--- src/rtl/td4_clk_ctrl.sv ---
// td4_clk_ctrl: clock-enable sequencer for the TD4 core.
//
// Turns debounced switch levels and the CPU halt request into a single-cycle
// CPU clock enable. Modes are manual single-step, slow auto-run, fast auto-run
// and halted; this block is the only source of CPU advance.
//
// Ports:
//   CLK     in   system clock, rising edge
//   RST     in   synchronous reset, active-low
//   MODE_I  in   debounced mode switch level (1 = pressed)
//   STEP_I  in   debounced step button level (1 = pressed)
//   HALT_I  in   CPU halt request level
//   CE_O    out  CPU clock enable, one-cycle pulse per CPU step
//   MODE_O  out  current mode: 00 STEP, 01 SLOW, 10 FAST, 11 HALT
//   CLK_LED_O out (only with TD4_CLK_LED_EN) toggles on every CE pulse
//
// Optional feature macro: TD4_CLK_LED_EN adds the CLK_LED_O output.

module td4_clk_ctrl #(
    parameter int unsigned SLOW_DIV = 1000000,
    parameter int unsigned FAST_DIV = 100000
) (
    input  logic       CLK,
    input  logic       RST,
    input  logic       MODE_I,
    input  logic       STEP_I,
    input  logic       HALT_I,
    output logic       CE_O,
`ifdef TD4_CLK_LED_EN
    output logic       CLK_LED_O,
`endif
    output logic [1:0] MODE_O
);

    localparam int unsigned CW = $clog2(SLOW_DIV);
    localparam logic [CW-1:0] SlowLast = CW'(SLOW_DIV - 1);
    localparam logic [CW-1:0] FastLast = CW'(FAST_DIV - 1);

    // Encodings double as the MODE_O value.
    typedef enum logic [1:0] {
        StStep = 2'b00,
        StSlow = 2'b01,
        StFast = 2'b10,
        StHalt = 2'b11
    } state_e;

    state_e        state_q, state_d;
    logic [CW-1:0] cnt_q, cnt_d;
    logic          ce_q, ce_d;
    logic          mode_prev_q, mode_prev_d;
    logic          step_prev_q, step_prev_d;
    logic          mode_press, step_press;
    logic [CW-1:0] cnt_last;

    assign mode_press = MODE_I & ~mode_prev_q;
    assign step_press = STEP_I & ~step_prev_q;
    assign cnt_last   = (state_q == StSlow) ? SlowLast : FastLast;

    always_comb begin
        state_d     = state_q;
        cnt_d       = cnt_q;
        ce_d        = 1'b0;
        mode_prev_d = MODE_I;
        step_prev_d = STEP_I;

        if (HALT_I && state_q != StHalt) begin
            // Halt beats everything, including a trigger on this edge.
            state_d = StHalt;
            cnt_d   = '0;
        end else if (mode_press) begin
            // A mode change swallows any step press or terminal count.
            cnt_d = '0;
            unique case (state_q)
                StStep:  state_d = StSlow;
                StSlow:  state_d = StFast;
                StFast:  state_d = StStep;
                StHalt:  state_d = HALT_I ? StHalt : StStep;
                default: state_d = StStep;
            endcase
        end else begin
            unique case (state_q)
                StStep: begin
                    ce_d = step_press;
                end
                StSlow, StFast: begin
                    if (cnt_q == cnt_last) begin
                        cnt_d = '0;
                        ce_d  = 1'b1;
                    end else begin
                        cnt_d = cnt_q + CW'(1);
                    end
                end
                StHalt: begin
                    cnt_d = '0;
                end
                default: begin
                    cnt_d = '0;
                end
            endcase
        end
    end

    always_ff @(posedge CLK) begin
        if (!RST) begin
            state_q     <= StStep;
            cnt_q       <= '0;
            ce_q        <= 1'b0;
            // Loading 1 hides a switch held through reset until it is re-pressed.
            mode_prev_q <= 1'b1;
            step_prev_q <= 1'b1;
        end else begin
            state_q     <= state_d;
            cnt_q       <= cnt_d;
            ce_q        <= ce_d;
            mode_prev_q <= mode_prev_d;
            step_prev_q <= step_prev_d;
        end
    end

    assign CE_O   = ce_q;
    assign MODE_O = state_q;

`ifdef TD4_CLK_LED_EN
    logic led_q, led_d;

    always_comb begin
        led_d = led_q ^ ce_d;
    end

    always_ff @(posedge CLK) begin
        if (!RST) begin
            led_q <= 1'b0;
        end else begin
            led_q <= led_d;
        end
    end

    assign CLK_LED_O = led_q;
`endif

endmodule

--- config.mk ---
export PLATFORM = sky130hd
export DESIGN_NAME = td4_clk_ctrl
export DESIGN_NICKNAME = d
export VERILOG_FILES = /design/src/rtl/td4_clk_ctrl.sv
export SDC_FILE = /design/constraint.sdc
export NUM_CORES = 1
export LEC_CHECK = 0
export CORE_ASPECT_RATIO = 0.7
export CORE_MARGIN = 5
export CORE_UTILIZATION = 55
export CTS_BUF_LIST = sky130_fd_sc_hd__clkbuf_16
export DETAILED_ROUTE_END_ITERATION = 6
export HOLD_SLACK_MARGIN = 0.1
export PLACE_DENSITY = 0.74
export SETUP_SLACK_MARGIN = 0.1
export SLEW_MARGIN = 20
export SYNTH_ARGS = -nofsm -noshare
export SYNTH_HDL_FRONTEND = slang
export SYNTH_SLANG_ARGS = --single-unit
export TNS_END_PERCENT = 1
--- constraint.sdc ---
create_clock -name CLK -period 2.6 [get_ports CLK]
set_input_delay 0.52 -clock CLK [delete_from_list [all_inputs] [get_ports CLK]]
set_output_delay 0.52 -clock CLK [all_outputs]
set_load 0.05 [all_outputs]
# Yosys cells after proc, flatten, opt, wreduce, memory -nomap -nowiden
# Index checks and enable logic that the tools add are counted.
dict set report totals {
  ff_bits 25
  in_bits 5
  out_inout_bits 3
}
dict set report op_classes {
  n_bitwise 5
  add_sub_neg 1
  n_eq_ne 5
  reduce_logical 6
  n_mux 9
}
# operator n
set ops {}
lappend ops {{two-way mux 20 bit} 2}
lappend ops {{one-hot mux 20 bit (2 select lines)} 1}
lappend ops {{adder 20 x 1 -> 20 bit (second input constant)} 1}
lappend ops {{equality test 20 bit} 1}
lappend ops {{one-hot mux 2 bit (4 select lines)} 1}
lappend ops {{two-way mux 2 bit} 3}
lappend ops {{equality test 2 bit (second input constant)} 2}
lappend ops {{nonzero test 2 bit} 2}
lappend ops {{inverter 1 bit} 3}
lappend ops {{OR reduction 3 bit} 1}
lappend ops {{bitwise AND 1 bit} 2}
lappend ops {{equality test 2 x 1 -> 1 bit (second input constant)} 1}
lappend ops {{zero test 2 bit} 1}
lappend ops {{inequality test 2 bit (second input constant)} 1}
lappend ops {{one-hot mux 1 bit (2 select lines)} 1}
lappend ops {{OR reduction 2 bit} 1}
lappend ops {{logical AND 1 bit} 1}
lappend ops {{two-way mux 1 bit} 1}

# Logic depth before layout (Yosys ltp)
# Gate-level depths: netlist (run 1).
dict set report depth {
  depth_word 5
  ltp_mapped 8
  ltp_nobuf 7
}

# Worst setup path after synthesis (run 1)
# OpenSTA, ideal clock, no wires.
dict set report synth_timing {
  kind {register -> register}
  startpoint {register state_q[0], in the netlist MODE_O[0]}
  endpoint {register cnt_q[14]}
  arrival_time_ps 2266
  period_less_slack_ps 2388
  stages_incl_launch_ff 7
  n_path_buf 0
  slack_ps 212
  path_cell_list {dfxtp_1 -> ha_1 -> and4bb_1 -> a21oi_2 -> o41ai_4 -> nor2_4 -> a221o_1}
}
dict set report synth_between {
  elab_chain_cells 5
}
# item line_no
set synth_rtl {}
lappend synth_rtl {{from (decl)} 47} ;# state_e state_q, state_d;
lappend synth_rtl {{from (signal assigned)} 105} ;# state_q <= StStep;
lappend synth_rtl {{from (signal assigned)} 112} ;# state_q <= state_d;
lappend synth_rtl {{equality test 2 x 1 -> 1 bit} {57, 81}}
lappend synth_rtl {{two-way mux 20 bit} 57} ;# assign cnt_last = (state_q == StSlow) ? SlowLast : FastLast;
lappend synth_rtl {{equality test 20 bit} 86} ;# if (cnt_q == cnt_last) begin
lappend synth_rtl {{two-way mux 20 bit} 86}
lappend synth_rtl {{one-hot mux 20 bit (2 select lines)} 81} ;# unique case (state_q)
lappend synth_rtl {{to (signal assigned)} 113} ;# cnt_q <= cnt_d;
lappend synth_rtl {{to (decl)} 48} ;# logic [CW-1:0] cnt_q, cnt_d;
# Several ways; a longest one is shown, not always the timed one.
# A chain may end at the register's enable or synchronous reset.

# Final worst setup path (run 1)
dict set report layout_timing {
  startpoint {register state_q[1], in the netlist MODE_O[1]}
  endpoint {register cnt_q[16]}
}
# Same word-level chain as after synthesis.

==> results of run 1 <==
-- sequential cells by signal, indices dropped and copies added (netlist names) --
name,cells
cnt_q,20
mode_prev_q,1
MODE_O,2
step_prev_q,1
CE_O,1
-- cells in the mapped netlist, drive strengths merged (2+ instances only) --
cell type | count | area (µm²)
ha | 5 | 62.6
a22o | 4 | 35.0
a21oi | 6 | 33.8
nand3 | 12 | 60.1
nor3 | 10 | 50.1
nor4 | 6 | 67.6
inv | 6 | 22.5
and3 | 2 | 12.5
a221o | 2 | 20.0
clkbuf | 4 | 15.0
nand4 | 11 | 68.8
xnor2 | 3 | 26.3
nor2b | 3 | 18.8
and4 | 5 | 43.8
nand2 | 28 | 105
buf | 6 | 30.0
a41o | 2 | 20.0
nor2 | 12 | 52.6
nand2b | 3 | 18.8
o21ai | 9 | 45.0
o311ai | 3 | 26.3
a31oi | 2 | 12.5
dfxtp | 25 | 500
or4 | 3 | 26.3
-- final cells by class --
| cell class | instances | area share |
|---|---|---|
| clock buffer | 3 | 0.0439 |
| inverter | 6 | 0.0132 |
| clock inverter | 1 | 0.00219 |
| multi-input combinational | 146 | 0.559 |
| timing repair buffer | 12 | 0.0629 |
| sequential | 25 | 0.293 |
| tap | 36 | 0.0263 |
-- per-layer routing --
layer  up-vias  part of all wire  global-route usage
met3         4             0.094              0.0672
met4         0            0.0070              0.0583
met2        71              0.44               0.344
li1        714                 -                   -
met1       700              0.46               0.287
met5         -                 0                   0
-- power by group --
part	switching [W]	total, W	internal [W]
Clock	0.000132	0.000338	0.000206
Combinational	0.0000729	0.000113	0.0000398
Sequential	0.00000713	0.000396	0.000389
Total	0.000212	0.000847	0.000635
-- worst min-delay path: cells and delay by family, from the launching register on --
kind | cells | cell delay (ps)
AO/OA/AOI/OAI | 1 | 50
flip-flops | 1 | 350
AND/OR/NAND/NOR | 1 | 70
-- worst min path at each step --
stage / to / start / slack [ps] / cells past startpoint
floorplan: cnt_q[9] / cnt_q[9] / 460 / 2
global placement: cnt_q[9] / cnt_q[9] / 480 / 2
detailed placement: cnt_q[13] / cnt_q[13] / 500 / 2
CTS: cnt_q[13] / cnt_q[13] / 510 / 2
global route: cnt_q[13] / cnt_q[13] / 530 / 2
finish: cnt_q[13] / cnt_q[13] / 510 / 2
-- through the flow --
step / hold WS, ps / setup slack [ps]
2_1_floorplan: 460 / 212
3_3_place_gp: 481 / 228
3_5_place_dp: 495 / 134
4_1_cts: 506 / 261
5_1_grt: 535 / 106
6_report: 507 / 224
-- logic make-up (layout without fill, tap and decap cells) --
family / Yosys count / count (layout)
adder cells (fa/ha/maj): 5 / 5
flip-flops: 25 / 25
XOR/XNOR: 4 / 4
AND/OR/NAND/NOR: 100 / 100
AO/OA/AOI/OAI: 37 / 37
buffers and inverters: 16 / 22
==> impl_metrics.py, run 1 <==
metrics = {
    "clocking": {
        "cts_root_buf": "clkbuf_16",
        "cts_buffer_depth": 2,
        "cts_tree": "yes",
        "cts_buffers": 3,
        "hold_buffers": 0,
        "clk_latency_ps": 260,
        "clk_pin_slew_ps": 60,
        "cts_setup_buffers": 0,
        "cts.repair.resized": 0,
        "cts-htree-levels": 1,
        "cts_sinks": 25,
    },
    "sta": {
        "max_clock_freq_ghz": 0.421,
        "setup_viol": 0,
        "period_minus_slack_ps": 2380,
        "rsz0062_at_grt": "no",
        "final-hold-violation-count": 0,
        "slew_headroom": 0.548,
        "tns_ps": 0,
        "finalClockSkew_ps": 2.85,
        "tightest_slew_ps": 675,
        "fin_crit_sh": 0.914,
        "slew_violations": 0,
    },
    "logic_synthesis": {
        "muxShareOfSynthArea": 0,
        "ys.flop_type": "dfxtp_1",
        "syn_inst": 187,
        "ys_warn_count": 0,
        "synth_nets": 197,
        "synth_seq_cells": 25,
        "syn-mean-instance-area_um2": 8.15,
        "syn_area_um2": 1520,
        "synth_edf_count": 0,
        "async_flop_share": 0,
        "synth_simple_gate_area_share": 0.375,
        "synth-compound-area-share": 0.188,
        "synth-xor-area-share": 0.0230,
        "synth_top_family_by_area": "simple AND/OR/NAND/NOR gates",
        "synthAdderAreaFrac": 0.0411,
        "synth-seq-area-share": 0.328,
        "synth_cell_type_count": 45,
    },
    "routing": {
        "ant_nets": 0,
        "route.detailed.drc": 0,
        "vias_per_cell": 6.50,
        "drt_pass1_iterations": 4,
        "drtIter0Drc": 186,
        "wl_mm": 3.88,
        "wl_per_cell_um": 16.9,
        "vias": 1489,
    },
    "critical_path": {
        "crit_cells": 7,
        "worstPathCellList": "inv_1 > ha_1 > and4bb_1 > a21oi_2 > o41ai_4 > nor2_4 > a221o_1",
        "rr_startpoint": "MODE_O[1]",
        "worstSetupPathType": "reg2reg",
        "worst_setup_path_end_kind": "flip-flop",
        "cp_max_fo": 10,
        "required_ps": 2740,
        "worst_r2r_endpoint": "cnt_q[16]",
        "r2r_setup_slack_ps": 220,
        "cp_slowest_stage_delay_ps": 700,
        "cp.arrival_ps": 2520,
        "reg2reg_depth": 7,
        "startpoint": "MODE_O[1]",
        "critPathLaunchType": "flip-flop",
        "path_buf_inv": 1,
        "cpLargestDelayFamily": "compound AO/OA/AOI/OAI gates",
        "crit_path_end": "cnt_q[16]",
        "crit_path_top_delay_cell": "o41ai_4",
    },
    "global_route": {
        "grt_pass1_vias": 1384,
        "grt_max_degree": 18,
        "grt_pass1_wl_mm": 6.58,
        "grt_antenna_before_repair": 0,
        "grt_overflow": 0,
        "grt_usage": 0.217,
    },
    "floorplan": {
        "dieArea_um2": 3940,
        "die_y_um": 54.0,
        "die_w_um": 72.9,
        "core-area_um2": 2720,
        "rows": 16,
        "initial_utilization": 0.560,
        "io_pins": 8,
    },
    "final_layout": {
        "stdcell_count": 229,
        "register_area_um2": 500,
        "final_common_cell": "nand2_1",
        "drive_gt1_frac": 0.0829,
        "layout_common_cells": "28 x nand2_1, 25 x dfxtp_1, 12 x nand3_1",
        "multi_input_area_um2": 956,
        "nets": 204,
        "finish.utilization": 0.628,
        "diodes": 0,
        "postLayoutCellArea_um2": 1710,
        "fillers": 242,
        "synthToLayoutAreaGrowth_pct": 12.2,
    },
    "power_and_ir_drop": {
        "p_leak_nw": 0.585,
        "power_w": 0.000847,
        "powerDensity_nw_per_um2": 495,
        "vdd_drop_max_mv": 0.462,
    },
    "place": {
        "gp_congestion": 0.912,
        "postPlaceCellArea_um2": 1630,
        "dp_hpwl_mm": 2.76,
        "portBuffers": 7,
        "placed_cells": 225,
    },
    "flow_run": {
        "cap_viol_max_count": 0,
    },
    "hold_path": {
        "hold_class": "reg2reg",
    },
    "status": {
        "status": "finished, final reports clean",
    },
}
No activity file was read; power rests on OpenSTA's default activity.
==> run 2, diff against run 1 <==
- TNS_END_PERCENT: 1 -> 100
==> results of run 2 <==
The final DEF is identical to that of run 1; final timing and power are the same.
==> run 3, diff against run 2 <==
- SKIP_LAST_GASP: unset -> 1
==> results of run 3 <==
The final DEF is identical to that of run 1; final timing and power are the same.
